## config.mk

```make
export PLATFORM = sky130hd
export DESIGN_NAME = bram_stream_loader
export DESIGN_NICKNAME = d
export VERILOG_FILES = /design/src/rtl/bram_pkg.sv /design/src/rtl/bram_rd_fifo.sv /design/src/rtl/bram_stream_loader.sv
export SDC_FILE = /design/constraint.sdc
export NUM_CORES = 1
export LEC_CHECK = 0
export CAP_MARGIN = 25
export CORE_ASPECT_RATIO = 0.9
export CORE_MARGIN = 2
export CORE_UTILIZATION = 47
export CTS_CLUSTER_DIAMETER = 150
export CTS_CLUSTER_SIZE = 25
export DETAILED_ROUTE_END_ITERATION = 6
export PLACE_DENSITY_LB_ADDON = 0.05
export SETUP_SLACK_MARGIN = 0.05
export SLEW_MARGIN = 0
export SYNTH_ARGS = -nofsm -noshare
export SYNTH_HDL_FRONTEND = slang
export SYNTH_SLANG_ARGS = --single-unit
```

## constraint.sdc

```tcl
create_clock -name clk -period 3.9 [get_ports clk]
set_input_delay 0.39 -clock clk [delete_from_list [all_inputs] [get_ports clk]]
set_output_delay 0.39 -clock clk [all_outputs]
set_load 0.03 [all_outputs]
```

## src/rtl/bram_pkg.sv

```systemverilog
// Shared types and defaults for the BRAM stream loader: FSM state encoding,
// default geometry and the output-FIFO sizing rule.
package bram_pkg;

    localparam int DEF_ADDR_W = 13;
    localparam int DEF_DATA_W = 8;
    localparam int DEF_DEPTH  = 1 << DEF_ADDR_W;

    typedef enum logic [1:0] {
        ST_IDLE  = 2'd0,
        ST_WRITE = 2'd1,
        ST_READ  = 2'd2
    } state_t;

    // The FIFO must absorb every read in flight plus one beat held under a stall.
    function automatic int fifo_depth(input int rd_lat);
        return rd_lat + 2;
    endfunction

endpackage

```

## src/rtl/bram_rd_fifo.sv

```systemverilog
// Small synchronous FIFO with valid/ready on both sides. It buffers BRAM read
// data so the downstream stream can stall without losing beats.
module bram_rd_fifo #(
    parameter int DEPTH = 3,
    parameter int WIDTH = 9
) (
    input  logic                         clk,
    input  logic                         rst_n,
    input  logic                         in_valid,
    output logic                         in_ready,
    input  logic [WIDTH-1:0]             in_data,
    output logic                         out_valid,
    input  logic                         out_ready,
    output logic [WIDTH-1:0]             out_data,
    output logic [$clog2(DEPTH+1)-1:0]   count
);

    localparam int CNT_W = $clog2(DEPTH + 1);
    localparam int PTR_W = (DEPTH > 1) ? $clog2(DEPTH) : 1;

    logic [WIDTH-1:0] mem [DEPTH];
    logic [PTR_W-1:0] wr_idx;
    logic [PTR_W-1:0] rd_idx;
    logic             push;
    logic             pop;

    function automatic logic [PTR_W-1:0] bump(input logic [PTR_W-1:0] idx);
        return (idx == PTR_W'(DEPTH - 1)) ? '0 : idx + 1'b1;
    endfunction

    assign in_ready  = (count != CNT_W'(DEPTH));
    assign out_valid = (count != '0);
    assign push      = in_valid & in_ready;
    assign pop       = out_valid & out_ready;
    assign out_data  = mem[rd_idx];

    // NOTE: sequential state uses non-blocking assignments so every register
    // samples the pre-edge values and simulation matches the synthesized flops.
    always_ff @(posedge clk) begin
        if (!rst_n) begin
            wr_idx <= '0;
            rd_idx <= '0;
            count  <= '0;
        end else begin
            if (push) wr_idx <= bump(wr_idx);
            if (pop)  rd_idx <= bump(rd_idx);
            count <= count + CNT_W'(push) - CNT_W'(pop);
        end
    end

    // NOTE: storage is deliberately not reset; the pointers and count define
    // validity, and leaving data flops reset-free keeps them mappable to RAM.
    always_ff @(posedge clk) begin
        if (push) mem[wr_idx] <= in_data;
    end

endmodule

```

## src/rtl/bram_stream_loader.sv

```systemverilog
// Captures one upstream frame into an external BRAM (port A) and replays it on
// request as a downstream stream, with credit-based flow control on reads.
module bram_stream_loader
    import bram_pkg::*;
#(
    parameter int ADDR_W = DEF_ADDR_W,
    parameter int DATA_W = DEF_DATA_W,
    parameter int RD_LAT = 1
) (
    input  logic              clk,
    input  logic              rst_n,
    input  logic              s_valid,
    output logic              s_ready,
    input  logic [DATA_W-1:0] s_data,
    input  logic              s_last,
    input  logic              rd_start,
    output logic              m_valid,
    input  logic              m_ready,
    output logic [DATA_W-1:0] m_data,
    output logic              m_last,
    output logic [ADDR_W-1:0] bram_addr,
    output logic [DATA_W-1:0] bram_din,
    input  logic [DATA_W-1:0] bram_dout,
    output logic              bram_en,
    output logic              bram_we,
    output logic              busy,
    output logic [ADDR_W:0]   frame_len,
    output logic              ovf
);

    localparam int FIFO_DEPTH = fifo_depth(RD_LAT);
    localparam int CNT_W      = $clog2(FIFO_DEPTH + 1);
    localparam int CRD_W      = CNT_W + 1;
    localparam logic [ADDR_W-1:0] WR_MAX   = '1;
    localparam logic [ADDR_W:0]   FULL_LEN = {1'b1, {ADDR_W{1'b0}}};

    state_t            state;
    logic [ADDR_W-1:0] wr_ptr;
    logic [ADDR_W:0]   rd_ptr;
    logic [CNT_W-1:0]  inflight;
    logic [RD_LAT:0]   pipe_vld;
    logic [RD_LAT:0]   pipe_last;

    logic [CNT_W-1:0]  fifo_count;
    logic              fifo_in_ready;
    logic [DATA_W:0]   fifo_out;

    logic              s_hs;
    logic              m_hs;
    logic              rd_go;
    logic              issue_rd;
    logic              issue_last;
    logic              cap_push;
    logic [CRD_W-1:0]  credit_used;

    assign s_ready = rst_n && (state != ST_READ);
    assign busy    = (state != ST_IDLE);
    assign m_data  = fifo_out[DATA_W-1:0];
    assign m_last  = fifo_out[DATA_W];

    // NOTE: every signal written here gets a default first, so no path through
    // the block can leave a value unassigned and infer a latch.
    always_comb begin
        s_hs        = s_valid & s_ready;
        m_hs        = m_valid & m_ready;
        rd_go       = (state == ST_IDLE) && rd_start && (frame_len != '0);
        cap_push    = pipe_vld[RD_LAT] & fifo_in_ready;
        credit_used = CRD_W'(fifo_count) + CRD_W'(inflight) - CRD_W'(m_hs);
        issue_last  = (rd_ptr == frame_len - 1'b1);
        issue_rd    = 1'b0;
        // A beat accepted alongside rd_start owns the port next cycle, so the
        // first read is then issued one cycle later from READ.
        if (rd_go && !s_hs) begin
            issue_rd = 1'b1;
        end else if (state == ST_READ && rd_ptr < frame_len &&
                     credit_used < CRD_W'(FIFO_DEPTH)) begin
            issue_rd = 1'b1;
        end
    end

    always_ff @(posedge clk) begin
        if (!rst_n) begin
            state     <= ST_IDLE;
            wr_ptr    <= '0;
            rd_ptr    <= '0;
            frame_len <= '0;
            ovf       <= 1'b0;
            inflight  <= '0;
            pipe_vld  <= '0;
            pipe_last <= '0;
            bram_en   <= 1'b0;
            bram_we   <= 1'b0;
            bram_addr <= '0;
            bram_din  <= '0;
        end else begin
            bram_en   <= 1'b0;
            bram_we   <= 1'b0;
            pipe_vld  <= {pipe_vld[RD_LAT-1:0], issue_rd};
            pipe_last <= {pipe_last[RD_LAT-1:0], issue_rd & issue_last};
            inflight  <= inflight + CNT_W'(issue_rd) - CNT_W'(cap_push);

            if (s_hs) begin
                bram_en   <= 1'b1;
                bram_we   <= 1'b1;
                bram_din  <= s_data;
                bram_addr <= (state == ST_IDLE) ? '0 : wr_ptr;
            end else if (issue_rd) begin
                bram_en   <= 1'b1;
                bram_addr <= rd_ptr[ADDR_W-1:0];
                rd_ptr    <= rd_ptr + 1'b1;
            end

            case (state)
                ST_IDLE: begin
                    if (s_hs) begin
                        wr_ptr <= ADDR_W'(1);
                        if (s_last) frame_len <= (ADDR_W+1)'(1);
                    end
                    if (rd_go) begin
                        state <= ST_READ;
                    end else if (s_hs && !s_last) begin
                        state <= ST_WRITE;
                    end
                end
                ST_WRITE: begin
                    if (s_hs) begin
                        if (s_last) begin
                            frame_len <= {1'b0, wr_ptr} + 1'b1;
                            state     <= ST_IDLE;
                        end else if (wr_ptr == WR_MAX) begin
                            frame_len <= FULL_LEN;
                            ovf       <= 1'b1;
                            state     <= ST_IDLE;
                        end else begin
                            wr_ptr <= wr_ptr + 1'b1;
                        end
                    end
                end
                ST_READ: begin
                    if (m_hs && m_last) begin
                        state  <= ST_IDLE;
                        rd_ptr <= '0;
                    end
                end
                default: state <= ST_IDLE;
            endcase
        end
    end

    bram_rd_fifo #(
        .DEPTH (FIFO_DEPTH),
        .WIDTH (DATA_W + 1)
    ) u_rd_fifo (
        .clk       (clk),
        .rst_n     (rst_n),
        .in_valid  (pipe_vld[RD_LAT]),
        .in_ready  (fifo_in_ready),
        .in_data   ({pipe_last[RD_LAT], bram_dout}),
        .out_valid (m_valid),
        .out_ready (m_ready),
        .out_data  (fifo_out),
        .count     (fifo_count)
    );

endmodule

```

==> metrics <==
outcome=completed; Crit Path Max Fanout=4; Hold Path Class=reg2reg; Lkg Pwr=0.002290 uW; post-synthesis register bit count=108; mux cell area share after synthesis=1.853%; Area contributors post-synth=dfxtp_1 (30%), edfxtp_1 (15%), ha_1 (5.1%); FILL cells=1011; crit path DAT=3.76 ns; fraction of layout cells with a size suffix above 1=4.938%; via count=4606; TNS Setup=0 ns; Synth Area in XOR/XNOR=5.350%; Place WS=0.01764 ns; Synth async-reset ratio=0%; post-CTS sizing=0; Rel. slew slack=36.44%; antenna-violating nets left=0; area added between synthesis and finish=21.38%; Clock Sinks=108; die height=105.7 um; Top FF cell, synth=dfxtp_1; M3 GR Usage=5.118%; Max Freq=284.2 MHz; CTS Buf Count=9; hold depth=1; main combinational cell family by area after synthesis=simple AND/OR/NAND/NOR gates; drt pass-1 iters=5; Seq/Total Area, Yosys=45.02%; GR Overflow Total=0; IO Pins=72; routing usage on met1=33.49%; Synth top area share=30.01%; Synthesis Warnings=0; CP Class=in2reg; min Tclk post-route=3.519 ns; vias in the first global route=4201; Post-CTS Setup Inserts=0; hpwl dp=10110 um; hold_ws=0.4330 ns; num rows=37; reg-to-reg slack, setup=0.56 ns; initial antenna violation count=0; WP buf/inv=4; Die ar.=12370 um^2; routability cong.=0.8405; P per Cell Area=352.2 nW/um^2; Adder-Cell Fraction of Synth Area=5.465%; H-tree levels=3; DR vias/cell=5.729; first-pass GRT wire length=21930 um; Port Buffers=71; count leader, synth=dfxtp_1; Final Hold Vio Count=0; Setup Skew=0.007649 ns; Hold-fix buffers, CTS=0; Crit path depth=17; global router's overall resource usage=23.03%; CTS Buffer Depth=2; DIE WIDTH=117.0 um; register area=2432 um^2; total power=2309 uW; final setup violation count=0; CP max stage cell=clkdlybuf4s50_1; CTS tree=yes; worst skew pair latency=0.34 ns; final worst slack=0.3815 ns; syn avg cell area=9.188 um^2; cell family with most CP delay=adder cells; R2R cell count=17; busiest grt layer=met2; initial DRC count=367; max_cap viols=0; CP max stage delay=0.52 ns; Compound-Gate Fraction of Synth Area=16.12%; Critical Path Sink Type=register; Netlist Area Pre-Place=5403 um^2; Max VDD drop=0.3189 mV; Mapped Nets=633; Net count, final=688; Starting Density=47.63%; area leader, netlist=dfxtp_1; area of the multi-input gates=2704 um^2; synth cell count leaders=dfxtp_1 (81), nand2_1 (63), inv_1 (33); Post-Synth Simple-Gate Area=21.17%; Core Region=11340 um^2; largest net degree at the start of global routing=68; critical path startpoint category=input pin; DRC=0; RSZ-0062 raised after global routing=no; Synth cell types=56; Clock transition at path regs=0.07 ns; Final period util=90.22%; clock root buffer=clkbuf_16; Worst Path Required=4.14 ns; Syn Inst Count=588; WL per Instance=17.31 um; # diodes=0; Tightest Pin Transition=0.9446 ns; CP Cell Sequence=clkdlybuf4s50_1, nand3_1, o21ai_0, ha_1, inv_1, fa_1, nor2b_1, or4_1, a211o_1, o21ai_2, inv_1, ha_1, inv_1, ha_1, xnor2_1, xnor2_1, and2_1; number of flops mapped to enable cells by yosys=27; pins over their slew limit=0; grt met2 use=34.15%; Routed WL=13920 um
## cell families after synthesis
| group | count (synthesis) |
|---|---|
| compound gates | 130 |
| xor+xnor | 33 |
| fa+ha+maj | 23 |
| buf+inv | 69 |
| flops | 108 |
| mux | 10 |
| simple gates | 215 |
## registers in the layout (all words and copies together), names as in the netlist, named ones only
signal	count
u_rd_fifo.mem	27
rd_ptr	14
frame_len	14
u_rd_fifo.count	2
wr_ptr	13
u_rd_fifo.rd_idx	2
bram_addr	13
bram_we	1
bram_din	8
bram_en	1
u_rd_fifo.wr_idx	2
inflight	2
pipe_last	2
state	2
ovf	1
pipe_vld	2
## layout make-up
cell class,count,area share (%)
clock inverters,5,1.030
well taps,156,2.977
flip-flops and latches,108,37.09
clock buffers,11,3.873
repair buffers,80,11.91
inverters,33,1.889
multi-input cells,411,41.23
## metrics by stage
step,util (%),area (um^2),std cells
finish,57.82,6558,804
global placement,54.85,6221,787
detailed placement,54.85,6221,787
CTS,57.68,6543,803
floorplan,-,5403,588
global route,57.82,6558,804
## cell usage in the layout, fill, tap and decap left out, types with 8 or more instances in the layout
cell,netlist,routed
a21boi_0,8,8
a21oi_1,24,24
a22oi_1,16,16
a31oi_1,8,8
a32oi_1,12,12
and2_1,10,10
buf_4,0,8
clkbuf_16,0,10
clkdlybuf4s50_1,0,70
dfxtp_1,81,81
edfxtp_1,27,27
ha_1,22,22
inv_1,33,33
mux2i_1,10,10
nand2_1,63,63
nand3_1,28,28
nand4_1,9,9
nor2_1,20,20
nor2b_1,26,26
nor3_1,10,10
o21ai_0,29,29
o31ai_1,8,8
or4_1,11,11
xnor2_1,23,23
xor2_1,10,10
## worst paths after layout
check | from | to
max | m_ready | inflight[1]$_SDFF_PN0_
min reg2reg | pipe_vld[0]$_SDFF_PN0_ | pipe_vld[1]$_SDFF_PN0_
min | pipe_vld[0]$_SDFF_PN0_ | pipe_vld[1]$_SDFF_PN0_
max reg2reg | u_rd_fifo.count[0]$_SDFF_PN0_ | inflight[1]$_SDFF_PN0_
## where the power goes
group	leakage, uW	internal [uW]	switching (uW)	total, uW
logic	0.00123	71.3	97.2	169
clock network	0.000157	546	426	971
registers	0.000901	1160	11.4	1170
## layer usage
metal / vias up / share of wire, % / wire length (um)
li1: 2231 / - / -
met1: 2218 / 48 / 6626
met2: 138 / 45 / 6316
met3: 19 / 4.9 / 682
met4: 0 / 2.1 / 295
met5: - / 0 / 0
No activity file was read; power rests on OpenSTA's default activity.
